### config.mk
export PLATFORM = sky130hd
export DESIGN_NAME = ov5640_init_seq
export DESIGN_NICKNAME = d
export VERILOG_FILES = /design/src/rtl/ov5640_init_seq.sv
export SDC_FILE = /design/constraint.sdc
export NUM_CORES = 1
export LEC_CHECK = 0
export ABC_AREA = 1
export CELL_PAD_IN_SITES_DETAIL_PLACEMENT = 1
export CELL_PAD_IN_SITES_GLOBAL_PLACEMENT = 2
export CORE_MARGIN = 10
export CORE_UTILIZATION = 35
export CTS_CLUSTER_SIZE = 40
export DETAILED_ROUTE_END_ITERATION = 10
export GPL_TIMING_DRIVEN = 0
export PLACE_DENSITY_LB_ADDON = 0.2
export SLEW_MARGIN = 20
export SYNTH_ARGS = -nofsm -noshare
export SYNTH_HDL_FRONTEND = slang
export SYNTH_SLANG_ARGS = --single-unit
### constraint.sdc
create_clock -name meg25 -period 3.1 [get_ports meg25]
set_input_delay 0.62 -clock meg25 [delete_from_list [all_inputs] [get_ports meg25]]
set_output_delay 0.62 -clock meg25 [all_outputs]
set_load 0.1 [all_outputs]
### src/rtl/ov5640_init_seq.sv
`timescale 1ns/1ps
// ov5640_init_seq
// Walks the OV5640 register table ROM and feeds each {reg_addr[15:0], value[7:0]}
// word to the 3-byte I2C write engine through its sendit/done handshake.
// Table codes: addr 16'hFFFE ends the table, addr 16'hFFFF waits value[7:0] ms.
// NACKed writes are resent up to MAX_RETRY times; a NACK beyond that or a stalled
// engine stops the walk with error set and fail_index naming the entry.
//
// Ports:
//   meg25         25 MHz system clock
//   reset_n       asynchronous active-low reset
//   start         one-cycle pulse, honoured only when no sequence is running
//   rom_addr      table index (registered ROM: rom_data follows one cycle later)
//   rom_data      table word
//   i2c_send_dat  word handed to the I2C engine, stable while a write is open
//   i2c_sendit    transfer request to the I2C engine
//   i2c_done      engine idle flag (engine clock domain)
//   i2c_ack       1 = NACK seen on the last transfer (engine clock domain)
//   busy          sequence in progress
//   initial_done  table completed, sticky until the next start
//   error         retries or timeout exhausted, sticky until the next start
//   fail_index    table index of the failing entry while error is set
module ov5640_init_seq #(
    parameter int ADDR_W         = 8,
    parameter int NUM_ENTRIES    = 255,
    parameter int PWRUP_CYCLES   = 500000,
    parameter int GAP_CYCLES     = 125,
    parameter int MS_CYCLES      = 25000,
    parameter int MAX_RETRY      = 3,
    parameter int TIMEOUT_CYCLES = 262143
) (
    input  logic              meg25,
    input  logic              reset_n,
    input  logic              start,
    output logic [ADDR_W-1:0] rom_addr,
    input  logic [23:0]       rom_data,
    output logic [23:0]       i2c_send_dat,
    output logic              i2c_sendit,
    input  logic              i2c_done,
    input  logic              i2c_ack,
    output logic              busy,
    output logic              initial_done,
    output logic              error,
    output logic [ADDR_W-1:0] fail_index
);

    typedef enum logic [3:0] {
        ST_IDLE,
        ST_PWRUP,
        ST_FETCH,
        ST_DECODE,
        ST_DELAY,
        ST_WAIT_BUSY,
        ST_WAIT_DONE,
        ST_CHECK,
        ST_GAP,
        ST_DONE,
        ST_ERROR
    } state_t;

    // One shared dwell counter serves every timed state, so it must hold the
    // longest of the power-up wait, a 255 ms delay, the gap and the timeout.
    localparam longint DLY_MAX   = 255 * longint'(MS_CYCLES);
    localparam longint CNT_MAX_A = (longint'(PWRUP_CYCLES) > DLY_MAX) ? longint'(PWRUP_CYCLES) : DLY_MAX;
    localparam longint CNT_MAX_B = (TIMEOUT_CYCLES > GAP_CYCLES) ? longint'(TIMEOUT_CYCLES) : longint'(GAP_CYCLES);
    localparam longint CNT_MAX   = (CNT_MAX_A > CNT_MAX_B) ? CNT_MAX_A : CNT_MAX_B;
    localparam int     CNT_W     = (CNT_MAX < 255) ? 8 : $clog2(CNT_MAX + 1);
    localparam int     RETRY_W   = (MAX_RETRY < 1) ? 1 : $clog2(MAX_RETRY + 1);

    // The walk bound is clamped to the last addressable entry so rom_addr can
    // never wrap back into the table.
    localparam int ADDR_TOP  = (1 << ADDR_W) - 1;
    localparam int LAST_IDX  = (NUM_ENTRIES > ADDR_TOP) ? ADDR_TOP : NUM_ENTRIES;

    localparam logic [CNT_W-1:0]   PWRUP_LAST  = CNT_W'((PWRUP_CYCLES > 0) ? PWRUP_CYCLES - 1 : 0);
    localparam logic [CNT_W-1:0]   GAP_LAST    = CNT_W'((GAP_CYCLES > 0) ? GAP_CYCLES - 1 : 0);
    localparam logic [CNT_W-1:0]   TIMEOUT_LIM = CNT_W'(TIMEOUT_CYCLES);
    localparam logic [CNT_W-1:0]   MS_CNT      = CNT_W'(MS_CYCLES);
    localparam logic [RETRY_W-1:0] RETRY_LIM   = RETRY_W'(MAX_RETRY);
    localparam logic [ADDR_W-1:0]  LAST_ENTRY  = ADDR_W'(LAST_IDX);

    state_t             state;
    state_t             next_state;
    logic [CNT_W-1:0]   cnt;
    logic [CNT_W-1:0]   dly_last;
    logic [RETRY_W-1:0] retry;
    logic               resend;
    logic               armed;
    logic               done_meta_p0;
    logic               done_sync_p1;
    logic               ack_meta_p0;
    logic               ack_sync_p1;

    logic               sendit_nxt;
    logic               busy_nxt;
    logic               advance;
    logic               launch;
    logic               seq_start;
    logic               end_hit;
    logic               is_delay;
    logic               zero_delay;

    // Last dwell-counter value of a value[7:0] millisecond delay.
    function automatic logic [CNT_W-1:0] ms_to_last(input logic [7:0] ms);
        logic [CNT_W-1:0] cycles;
        cycles = CNT_W'(ms) * MS_CNT;
        return cycles - CNT_W'(1);
    endfunction

    assign end_hit    = (rom_data[23:8] == 16'hFFFE) || (rom_addr == LAST_ENTRY);
    assign is_delay   = (rom_data[23:8] == 16'hFFFF);
    assign zero_delay = (rom_data[7:0] == 8'd0);

    // State register
    always_ff @(posedge meg25 or negedge reset_n) begin
        if (!reset_n) begin
            state <= ST_IDLE;
        end else begin
            state <= next_state;
        end
    end

    // Next-state logic
    always_comb begin
        next_state = state;
        unique case (state)
            ST_IDLE, ST_DONE, ST_ERROR: begin
                if (start && armed) next_state = ST_PWRUP;
            end
            ST_PWRUP: begin
                if (cnt >= PWRUP_LAST) next_state = ST_FETCH;
            end
            ST_FETCH: begin
                next_state = ST_DECODE;
            end
            ST_DECODE: begin
                if (end_hit)         next_state = ST_DONE;
                else if (is_delay)   next_state = zero_delay ? ST_FETCH : ST_DELAY;
                else                 next_state = ST_WAIT_BUSY;
            end
            ST_DELAY: begin
                if (cnt >= dly_last) next_state = ST_FETCH;
            end
            ST_WAIT_BUSY: begin
                if (!done_sync_p1)           next_state = ST_WAIT_DONE;
                else if (cnt >= TIMEOUT_LIM) next_state = ST_ERROR;
            end
            ST_WAIT_DONE: begin
                if (done_sync_p1)            next_state = ST_CHECK;
                else if (cnt >= TIMEOUT_LIM) next_state = ST_ERROR;
            end
            ST_CHECK: begin
                if (ack_sync_p1 && (retry == RETRY_LIM)) next_state = ST_ERROR;
                else                                     next_state = ST_GAP;
            end
            ST_GAP: begin
                if (cnt >= GAP_LAST) next_state = resend ? ST_DECODE : ST_FETCH;
            end
            default: next_state = ST_IDLE;
        endcase
    end

    // Output / control decode. sendit and busy are registered from the next
    // state so the request line toward the engine domain is glitch-free.
    always_comb begin
        sendit_nxt = (next_state == ST_WAIT_BUSY) || (next_state == ST_WAIT_DONE);
        busy_nxt   = !((next_state == ST_IDLE) || (next_state == ST_DONE) || (next_state == ST_ERROR));
        seq_start  = ((state == ST_IDLE) || (state == ST_DONE) || (state == ST_ERROR))
                     && (next_state == ST_PWRUP);
        // Every entry into FETCH except the one after power-up moves to the next entry.
        advance    = (next_state == ST_FETCH) && (state != ST_PWRUP);
        launch     = (state == ST_DECODE) && (next_state == ST_WAIT_BUSY);
    end

    // Stage p0/p1: two-flop synchronisers for the engine-domain flags
    always_ff @(posedge meg25 or negedge reset_n) begin
        if (!reset_n) begin
            done_meta_p0 <= 1'b0;
            done_sync_p1 <= 1'b0;
            ack_meta_p0  <= 1'b0;
            ack_sync_p1  <= 1'b0;
        end else begin
            done_meta_p0 <= i2c_done;
            done_sync_p1 <= done_meta_p0;
            ack_meta_p0  <= i2c_ack;
            ack_sync_p1  <= ack_meta_p0;
        end
    end

    // Sequencer datapath and status registers
    always_ff @(posedge meg25 or negedge reset_n) begin
        if (!reset_n) begin
            armed        <= 1'b0;
            cnt          <= '0;
            dly_last     <= '0;
            retry        <= '0;
            resend       <= 1'b0;
            rom_addr     <= '0;
            i2c_send_dat <= '0;
            i2c_sendit   <= 1'b0;
            busy         <= 1'b0;
            initial_done <= 1'b0;
            error        <= 1'b0;
            fail_index   <= '0;
        end else begin
            // Blocks a start pulse that lands on the first edge after reset release.
            armed      <= 1'b1;
            i2c_sendit <= sendit_nxt;
            busy       <= busy_nxt;

            if ((next_state != state) || !busy_nxt) begin
                cnt <= '0;
            end else begin
                cnt <= cnt + CNT_W'(1);
            end

            if (seq_start) begin
                rom_addr     <= '0;
                retry        <= '0;
                resend       <= 1'b0;
                initial_done <= 1'b0;
                error        <= 1'b0;
                fail_index   <= '0;
            end

            if (advance) begin
                rom_addr <= rom_addr + ADDR_W'(1);
            end

            if (state == ST_DECODE) begin
                dly_last <= ms_to_last(rom_data[7:0]);
            end

            if (launch) begin
                i2c_send_dat <= rom_data;
            end

            if (state == ST_CHECK) begin
                if (!ack_sync_p1) begin
                    retry  <= '0;
                    resend <= 1'b0;
                end else if (retry != RETRY_LIM) begin
                    retry  <= retry + RETRY_W'(1);
                    resend <= 1'b1;
                end
            end

            if ((state == ST_DECODE) && (next_state == ST_DONE)) begin
                initial_done <= 1'b1;
            end

            if ((next_state == ST_ERROR) && (state != ST_ERROR)) begin
                error      <= 1'b1;
                fail_index <= rom_addr;
            end
        end
    end

endmodule

==> metrics.txt, run 1 <==
status finished with violations; failing checks negative setup slack; clock-pin slew on the worst setup and hold paths 0.08 ns; Pre-antenna DRT Iters 4; die width 170 um; CP max-delay cell fa_1; Pint about 3.1 mW; Total Die Area roughly 0.029 sq mm; #FFs+latches synth 100; Worst VDD drop between 0.3 and 0.4 mV; Setup crit end kind flop; Worst Tran Pin Value 1.04 ns; Cell Chain, Critical Path buf_12 > ha_4 > ha_4 > inv_2 > fa_1 > inv_1 > fa_1 > ha_4 > nand3_1 > nand2_4 > nand2_2 > nand2_4 > xnor2_4 > buf_6 > nand4_1 > buf_4 > inv_1 > a31o_2 > nand2_1 > nand2_1 > nand2_1; routability cong. 0.805; initial antenna violation count 0; Routed wire per std cell 16.3 um; total track usage 0.161; Worst Path Max Fanout 5; NetSw ~2 mW; Starting Density 0.357; register area share after synthesis 0.320; switching share of power 0.393; Final period util 1.22; crit-path leading delay family adder cells; Post-DP Area 0.00921 sq mm; Via density about 4.9; maxcap violations 0; GRT overflow 0; Setup Viol. Count Final 13; pin count of the biggest net entering global routing between 60 and 70; # DRC 0; clk buf depth 2; CTS sink cnt 100; Leakage 5.04 nW; worst hold slack 0.159 ns; vias in the first global route 7215; Filler cells around 2600; clk root buf clkbuf_16; DRT Wirelength between 20000 and 25000 um; Routed Antenna Nets 0; clock skew 0.0168 ns; combinational fraction of design power 0.514; critical path's largest stage delay 0.48 ns; Fmax about 0.26 GHz; Critical Path RT ~3.3 ns; CP startpoint kind input pin; cell row count 54; Hold-fix buffers, CTS 0; number of diodes 0; syn_nets 1126; CTS tree built; Pins Over Slew Limit 0; Starting DRT DRC Count 239; Final Cell Area ~0.01 sq mm; crit path DAT roughly 4 ns; Area growth syn-to-layout 29.9%; most frequent cells in the layout nand2_1 (232), inv_1 (120), dfrtp_1 (100), nor2_1 (73), ha_1 (64); Yosys cell types around 40; DPL Wire Length about 18000 um; WS Path Type in2reg; Mean Syn Cell Area 7.83 sq um; vias about 6800; clock power share 0.213; Synth area leaders dfrtp_1 (32%), ha_1 (14%), nand2_1 (12%), inv_1 (6.1%), nor2_1 (4.3%); Nets roughly 1200; Syn Inst Count 1000; Slew HR 0.302; H-tree levels 3; Chip Height ~170 um; Syn. warnings 0; Synth area leader dfrtp_1; pwr/cell area 499 mW/mm^2; final worst slack -0.676 ns; top cell type's share of synthesized area 0.320; global-route wire length before repair about 38000 um; PortBufs 72; Post-Syn Area between 0.007 and 0.008 sq mm; Reg area 0.00250 sq mm; Final Critical Period approximately 3.8 ns; RSZ-0062 raised after global routing yes; Multi-input gate area roughly 0.0054 sq mm; HP Class in2async; IO Count between 70 and 80; Core Footprint 0.0219 sq mm; clock buffer count from CTS 9; Final Hold Fails 0; share of cells above drive strength 1 0.215; Seq pwr share 0.273; Clock Latency Late Sink about 0.35 ns; WP buf/inv 6; commonest non-fill, non-tap cell in the layout nand2_1
area by class of cell:
type,count,share of cell area
timing repair buffer,104,0.0991
inverter,136,0.0515
clock inverter,6,0.00480
clock buffer,10,0.0225
tap,280,0.0345
multi-input combinational,747,0.528
buffer,17,0.0139
sequential,100,0.246
Yosys cell counts (all sizes together):
cell	count
a21o	1
a21oi	29
a31o	1
a31oi	1
and2	1
buf	12
clkbuf	5
clkinv	1
conb	1
dfrtp	100
fa	12
ha	85
inv	135
nand2	264
nand3	69
nand3b	6
nand4	26
nor2	105
nor3	27
nor4	1
o21a	2
o21ai	61
o21bai	2
o22ai	1
or2	3
xnor2	22
xor2	27
through the flow:
stage | instances | setup slack (ns) | power, mW | setup TNS [ns] | util
CTS | 1391 | -0.644 | 4.94 | -6.73 | 0.458
finish | 1400 | -0.676 | 5.07 | -6.94 | 0.464
floorplan | 1000 | -0.774 | 2.86 | -6.74 | -
detailed placement | 1353 | -2.06 | 3.30 | -62.70 | 0.420
global route | 1400 | -0.881 | 5.43 | -9.29 | 0.464
global placement | 1352 | -2.79 | 3.26 | -339.57 | 0.419
worst reg2reg max path, stage by stage (launching register included):
cell and delay, ns:
dfrtp_1 0.53, ha_1 0.37, nand2_1 0.07, nor2_1 0.13
nand2_1 0.06, nor2_1 0.08, nand2_1 0.06, nand2_1 0.10
nand2_1 0.08, nand3_1 0.07, nand2_1 0.12, nor2_4 0.21
nand2_1 0.11, nor2_2 0.13, nand2_2 0.14, buf_6 0.18
nand3_1 0.07, o21ai_1 0.07
worst paths after layout:
check	start	to	cells after the start	slack [ns]
worst max-delay path	rom_data[2]	dly_last[18]	21	-0.68
worst min-delay path	reset_n	cnt[8]	1	0.16
worst max register to register	cnt[14]	rom_addr[3]	17	0.39
worst min register to register	done_meta_p0	done_sync_p1	0	0.35
max in group asynchronous	reset_n	i2c_send_dat[0]	2	2.28
min in group meg25	done_meta_p0	done_sync_p1	0	0.35
metal layers:
layer,vias to the layer above,share of wire,track usage
met5,-,0,0
met3,24,0.019,0.0199
met4,0,0.017,0.0409
met1,3285,0.45,0.208
li1,3429,-,-
met2,54,0.51,0.280
flip-flops by register name (all words and copies together), names as in the netlist, 2 cells and up:
signal        cells
state             4
cnt              23
i2c_send_dat     24
retry             2
dly_last         21
fail_index        8
rom_addr          8
power groups by stage:
stage               clock [mW]  sequential [mW]  combinational (mW)
global placement             0             1.41                1.85
CTS                       1.12             1.38                2.43
floorplan                    0             1.41                1.44
global route              1.18             1.39                2.86
finish                    1.08             1.38                2.61
detailed placement           0             1.41                1.89
cells by family after synthesis:
family | share of synthesized area
buffers and inverters | 0.0836
XOR/XNOR | 0.0558
adder cells (fa/ha/maj) | 0.167
other | 0.000479
AND/OR/NAND/NOR | 0.307
AO/OA/AOI/OAI | 0.0670
flip-flops | 0.320
what timing repair did:
item                                    4_1_cts  5_1_grt
resized for setup                           116       24
hold endpoints to repair                      0        0
endpoints found under the setup margin       83       25
pin swaps                                    42       23
buffers inserted                             22       10
Power figures use the tool's default switching activity.
==> inputs of run 2 (changes only) <==
--- a/config.mk
+++ b/config.mk
@@ -10,8 +10,9 @@
 export CELL_PAD_IN_SITES_GLOBAL_PLACEMENT = 2
 export CORE_MARGIN = 10
 export CORE_UTILIZATION = 35
-export CTS_CLUSTER_SIZE = 40
+export CTS_CLUSTER_SIZE = 25
 export DETAILED_ROUTE_END_ITERATION = 10
+export GPL_ROUTABILITY_DRIVEN = 0
 export GPL_TIMING_DRIVEN = 0
 export PLACE_DENSITY_LB_ADDON = 0.2
 export SLEW_MARGIN = 20
==> results of run 2 <==
Final layout, timing and power as in run 1 (identical DEF).
==> inputs of run 3 (changes only) <==
--- a/config.mk
+++ b/config.mk
@@ -6,6 +6,7 @@
 export NUM_CORES = 1
 export LEC_CHECK = 0
 export ABC_AREA = 1
+export CAP_MARGIN = 20
 export CELL_PAD_IN_SITES_DETAIL_PLACEMENT = 1
 export CELL_PAD_IN_SITES_GLOBAL_PLACEMENT = 2
 export CORE_MARGIN = 10
==> results of run 3 <==
Final layout, timing and power as in run 1 (identical DEF).
